File: config.mk
export PLATFORM = sky130hd
export DESIGN_NAME = fifo_out_arb
export DESIGN_NICKNAME = d
export VERILOG_FILES = /design/src/rtl/fifo_out_pkg.sv /design/src/rtl/arb_rr2.sv /design/src/rtl/fifo_out_arb.sv
export SDC_FILE = /design/constraint.sdc
export NUM_CORES = 1
export LEC_CHECK = 0
export CAP_MARGIN = 10
export CORE_ASPECT_RATIO = 1.25
export CORE_MARGIN = 2
export CORE_UTILIZATION = 42
export DETAILED_ROUTE_END_ITERATION = 8
export GPL_TIMING_DRIVEN = 1
export PLACE_DENSITY = 0.76
export SLEW_MARGIN = 15
export SYNTH_ARGS = -nofsm -noshare
export SYNTH_HDL_FRONTEND = slang
export SYNTH_SLANG_ARGS = --single-unit
File: constraint.sdc
create_clock -name clk -period 2.1 [get_ports clk]
set_clock_uncertainty 0.15 [all_clocks]
set_input_delay 0.63 -clock clk [delete_from_list [all_inputs] [get_ports clk]]
set_output_delay 0.63 -clock clk [all_outputs]
set_load 0.005 [all_outputs]
File: src/rtl/fifo_out_pkg.sv
// rtl/fifo_out_pkg.sv - shared widths and FSM state encodings for fifo_out_arb
package fifo_out_pkg;
   localparam int STATE_W = 3;
   localparam int DATA_W  = 8;
   localparam int CNT_W   = 16;

   typedef enum logic [STATE_W-1:0] {
      ST_IDLE   = 3'd0,
      ST_ARB    = 3'd1,
      ST_READ   = 3'd2,
      ST_LAUNCH = 3'd3,
      ST_WAIT   = 3'd4
   } state_e;
endpackage

File: src/rtl/arb_rr2.sv
// rtl/arb_rr2.sv - two-channel grant selection
// FIFO_OUT_ARB_STRICT_PRIO_EN: channel 0 wins ties instead of round-robin.
module arb_rr2
   import fifo_out_pkg::*;
(
   input  logic [1:0] eligible_i,
   input  logic       last_grant_i,
   output logic       next_grant_o,
   output logic       valid_o
);

   always_comb begin
      valid_o      = |eligible_i;
      next_grant_o = last_grant_i;
      case (eligible_i)
         2'b01: next_grant_o = 1'b0;
         2'b10: next_grant_o = 1'b1;
         2'b11: begin
`ifdef FIFO_OUT_ARB_STRICT_PRIO_EN
            next_grant_o = 1'b0;
`else
            next_grant_o = ~last_grant_i;
`endif
         end
         default: next_grant_o = last_grant_i;
      endcase
   end

endmodule

File: src/rtl/fifo_out_arb.sv
// rtl/fifo_out_arb.sv - arbitrates two byte FIFOs onto one shared transmitter
// FIFO_OUT_ARB_STRICT_PRIO_EN (evaluated in arb_rr2) selects strict channel-0 priority.
module fifo_out_arb
   import fifo_out_pkg::*;
(
   input  logic                clk,
   input  logic                reset,
   input  logic                enable,
   input  logic                fifo0_empty,
   input  logic                fifo0_busy,
   input  logic [DATA_W-1:0]   fifo0_data,
   output logic                fifo0_re,
   input  logic                fifo1_empty,
   input  logic                fifo1_busy,
   input  logic [DATA_W-1:0]   fifo1_data,
   output logic                fifo1_re,
   output logic [DATA_W-1:0]   out_data,
   output logic                out_start,
   input  logic                out_finish,
   output logic                isFinish,
   output logic                grant,
   output logic [CNT_W-1:0]    cnt0,
   output logic [CNT_W-1:0]    cnt1,
   output logic [STATE_W-1:0]  state
);

   state_e              state_q, state_d;
   logic [DATA_W-1:0]   out_data_q, out_data_d;
   logic                out_start_q, out_start_d;
   logic                re0_q, re0_d, re1_q, re1_d;
   logic                is_finish_q, is_finish_d;
   logic                grant_q, grant_d;
   logic [CNT_W-1:0]    cnt0_q, cnt0_d, cnt1_q, cnt1_d;
   logic [1:0]          eligible;
   logic                arb_grant, arb_valid;

   assign eligible = {~fifo1_busy & ~fifo1_empty, ~fifo0_busy & ~fifo0_empty};

   arb_rr2 u_arb (
      .eligible_i   (eligible),
      .last_grant_i (grant_q),
      .next_grant_o (arb_grant),
      .valid_o      (arb_valid)
   );

   // grant resets to 1 so that channel 0 wins the first tie
   always_ff @(posedge clk) begin
      if (reset) begin
         state_q     <= ST_IDLE;
         out_data_q  <= '0;
         out_start_q <= 1'b0;
         re0_q       <= 1'b0;
         re1_q       <= 1'b0;
         is_finish_q <= 1'b1;
         grant_q     <= 1'b1;
         cnt0_q      <= '0;
         cnt1_q      <= '0;
      end else if (enable) begin
         state_q     <= state_d;
         out_data_q  <= out_data_d;
         out_start_q <= out_start_d;
         re0_q       <= re0_d;
         re1_q       <= re1_d;
         is_finish_q <= is_finish_d;
         grant_q     <= grant_d;
         cnt0_q      <= cnt0_d;
         cnt1_q      <= cnt1_d;
      end
   end

   always_comb begin
      state_d     = state_q;
      out_data_d  = out_data_q;
      out_start_d = out_start_q;
      re0_d       = re0_q;
      re1_d       = re1_q;
      is_finish_d = is_finish_q;
      grant_d     = grant_q;
      cnt0_d      = cnt0_q;
      cnt1_d      = cnt1_q;
      case (state_q)
         ST_IDLE: begin
            is_finish_d = 1'b1;
            re0_d       = 1'b0;
            re1_d       = 1'b0;
            out_start_d = 1'b0;
            state_d     = ST_ARB;
         end
         ST_ARB: begin
            re0_d = 1'b0;
            re1_d = 1'b0;
            if (out_finish && arb_valid) begin
               grant_d     = arb_grant;
               is_finish_d = 1'b0;
               state_d     = ST_READ;
               if (arb_grant) begin
                  out_data_d = fifo1_data;
                  re1_d      = 1'b1;
               end else begin
                  out_data_d = fifo0_data;
                  re0_d      = 1'b1;
               end
            end
         end
         ST_READ: begin
            re0_d       = 1'b0;
            re1_d       = 1'b0;
            out_start_d = 1'b1;
            state_d     = ST_LAUNCH;
         end
         ST_LAUNCH: begin
            out_start_d = 1'b1;
            if (!out_finish) state_d = ST_WAIT;
         end
         ST_WAIT: begin
            if (out_finish) begin
               out_start_d = 1'b0;
               is_finish_d = 1'b1;
               state_d     = ST_ARB;
               if (grant_q) cnt1_d = cnt1_q + 16'd1;
               else         cnt0_d = cnt0_q + 16'd1;
            end
         end
         default: state_d = ST_IDLE;
      endcase
   end

   assign fifo0_re  = re0_q;
   assign fifo1_re  = re1_q;
   assign out_data  = out_data_q;
   assign out_start = out_start_q;
   assign isFinish  = is_finish_q;
   assign grant     = grant_q;
   assign cnt0      = cnt0_q;
   assign cnt1      = cnt1_q;
   assign state     = state_q;

endmodule

==> metrics.md <==
| Metric | Value |
|---|---|
| EDFF count, synth | `0` |
| Post-Synth Adder-Cell Area | `1.080%` |
| Cts hold-fix bufs | `0` |
| Core Box Area | `0.005368 sq mm` |
| Power per cell area | `509.0 mW/mm^2` |
| Synth top cells by count | `48 x dfxtp_1, 30 x nor2_1, 18 x a21oi_1, 15 x nand2_1` |
| Sequential fraction of the synthesis area | `41.47%` |
| Max Fanout on Critical Path | `3` |
| F_max | `0.4894 GHz` |
| Met2 Use GR | `33.02%` |
| Initial antenna violation count | `0` |
| Synth Area per Inst | `8.614 sq um` |
| Clock sink count | `48` |
| Synth-to-layout area growth | `44.82%` |
| FF/Latch Area | `978.4 sq um` |
| Final Slew Violations | `0` |
| Rows | `30` |
| Share of cells above drive strength 1 | `14.72%` |
| CP max stage cell | `clkdlybuf4s50_1` |
| Via count | `2,257` |
| Die W | `70.44 microns` |
| I/O pins | `72` |
| Global-route wire length before repair | `9177 microns` |
| Multi-input logic area | `0.001269 sq mm` |
| DR iter-0 viols | `103` |
| WL final | `5537 microns` |
| Largest family of logic cells by synthesized area | `simple AND/OR/NAND/NOR gates` |
| Synth area leader | `dfxtp_1` |
| CTS tree | `yes` |
| Chip height | `87.05 microns` |
| WL per Instance | `13.06 microns` |
| Met3 Use GR | `3.588%` |
| Gr usage total | `18.54%` |
| Post-Synth Simple-Gate Area | `28.46%` |
| Grt peak-use layer | `met2` |
| PortBufs | `71` |
| Clock slew at reported path FFs | `0.08 ns` |
| Non-filler cells, final | `424` |
| Worst setup SP type | `register` |
| Fill cells | `475` |
| Rel. slew slack | `66.88%` |
| Ys Warns | `0` |
| Period utilization | `97.31%` |
| Slew @ Worst Pin | `0.4843 ns` |
| CP Buf/Inv Count | `1` |
| Fin. Hold Viols | `0` |
| Leak | `1.171 nW` |
| RSZ-0062 raised after global routing | `yes` |
| Top post-synthesis cells by area | `dfxtp_1 41%, xnor2_1 5.3%, nor2_1 4.9%` |
| GP Congestion | `0.8155` |
| Crit path required time | `1.32 ns` |
| Maximum VDD drop | `0.2520 mV` |
| Clk Latency, worst-skew pair | `0.30 ns` |
| Most common cell in the netlist | `dfxtp_1` |
| Antenna-violating nets left | `0` |
| CTS Buf Count | `5` |
| Synth async-reset ratio | `0%` |
| Most common flop cell mapped by yosys | `dfxtp_1` |
| # nets final | `385` |
| # diodes | `0` |
| Largest net degree at the start of global routing | `22` |
| Fin Setup TNS | `0 ns` |
| Synthesized instance count | `269` |
| Mux share of post-synthesis cell area | `3.888%` |
| Post-Syn Nets | `295` |
| Run status | `completed` |
| WP data arrival | `1.26 ns` |
| WS Path Type | `reg -> out` |
| Max-Cap Viols | `0` |
| Mapped cell area | `0.002317 sq mm` |
| Min Tclk post-route | `2.043 ns` |
| Distinct cells, synth | `49` |
| Global routing met1 resource utilization | `22.05%` |
| Global route overflow | `0` |
| DR vias/cell | `5.323` |
| Clk root buf | `clkbuf_8` |
| Endpoints failing setup | `0` |
| Compound-cell area share of the yosys netlist | `14.52%` |
| Placed cells | `416` |
| Vias in the first global route | `2,037` |
| Slowest stage delay, CP | `0.55 ns` |
| Starting Density | `43.17%` |
| CP delay by family, top | `buffers and inverters` |
| Clk buf depth | `2` |
| Crit-path cells | `clkdlybuf4s50_1` |
| Hpwl dp | `4254 microns` |
| FF+latch count, synth | `48` |
| Die area | `0.006131 sq mm` |
| Worst hold path class | `reg -> reg` |
| Htree depth | `2` |
| Area share of the largest cell type after synthesis | `41.47%` |
| Worst setup EP type | `output pin` |
| Drt drc | `0` |
| First drt pass iteration count | `4` |
| Xor and xnor area share after synthesis | `6.803%` |
[kinds of logic after synthesis]
kind of cell | Yosys count
fa+ha+maj | 2
flops | 48
compound gates | 55
mux | 9
xor+xnor | 18
simple gates | 116
buf+inv | 21
[through the flow]
| stage | hold WS, ns | util (%) | area (sq um) | power [W] | setup WS, ns |
|---|---|---|---|---|---|
| finish | 0.3136 | 62.52 | 3356 | 0.001708 | 0.05653 |
| global route | 0.3321 | 62.52 | 3356 | 0.001786 | -0.003610 |
| detailed placement | 0.3030 | 60.49 | 3247 | 0.001163 | -0.4972 |
| global placement | 0.2984 | 60.49 | 3247 | 0.001160 | -0.4785 |
| CTS | 0.3147 | 62.26 | 3342 | 0.001721 | 0.005282 |
| floorplan | 0.3027 | - | 2325 | 0.001051 | 0.08113 |
[routing by layer]
metal	wire length, microns	vias to the layer above
li1	-	1158
met1	2400	1046
met2	2875	47
met3	189	6
met4	72	0
met5	0	-
[report_power, final]
part | internal, W | leakage (nW) | total (W) | switching [W]
Clock | 0.000268 | 0.0445 | 0.000567 | 0.000299
Sequential | 0.000922 | 0.393 | 0.000935 | 0.0000128
Combinational | 0.000120 | 0.733 | 0.000206 | 0.0000858
Total | 0.00131 | 1.17 | 0.00171 | 0.000398
[state kept, by name, summed over array words and instances, names as in the netlist]
name and count:
isFinish 1, out_data 8, cnt0 16, fifo0_re 1, cnt1 16, fifo1_re 1
state 3, out_start 1, grant 1
[cells in the final DEF, fill, tap and decap left out, types with 2 or more instances in the layout]
cell	count
mux2i_1	9
ha_1	2
xnor2_1	14
inv_1	9
dfxtp_1	34
clkbuf_8	6
nand3_1	13
buf_4	23
nand2b_1	3
o21ai_0	14
clkdlybuf4s50_1	69
a21oi_1	18
nor2_1	30
nor3_1	7
or3_1	12
a31oi_1	2
dlygate4sd2_1	2
xor2_1	4
a211oi_1	9
nor2b_1	4
and4_1	3
nand4_1	7
nand2_1	15
nor4_1	8
dfxtp_2	14
[cell type report]
class	instances	share of cell area, %
clock buffers	7	2.573
clock inverters	1	0.2237
inverters	9	1.007
multi-input cells	200	37.81
flip-flops and latches	48	29.16
well taps	64	2.386
repair buffers	95	26.85
[path summary, 6_finish.rpt]
path                 start       end  slack (ns)  depth (start not counted)
hold / removal    fifo0_re  fifo0_re        0.31                          2
setup reg to reg   cnt1[3]  cnt1[11]        0.21                          4
setup / recovery   cnt0[3]   cnt0[3]        0.06                          1
hold reg to reg   fifo0_re  fifo0_re        0.31                          2
[timing repair]
action,CTS,global route
resized for setup,5,11
buffers inserted,0,0
setup endpoints to repair,26,13
endpoints found under the hold margin,0,0
pin swaps,0,0
(Power assumes the default switching activity.)
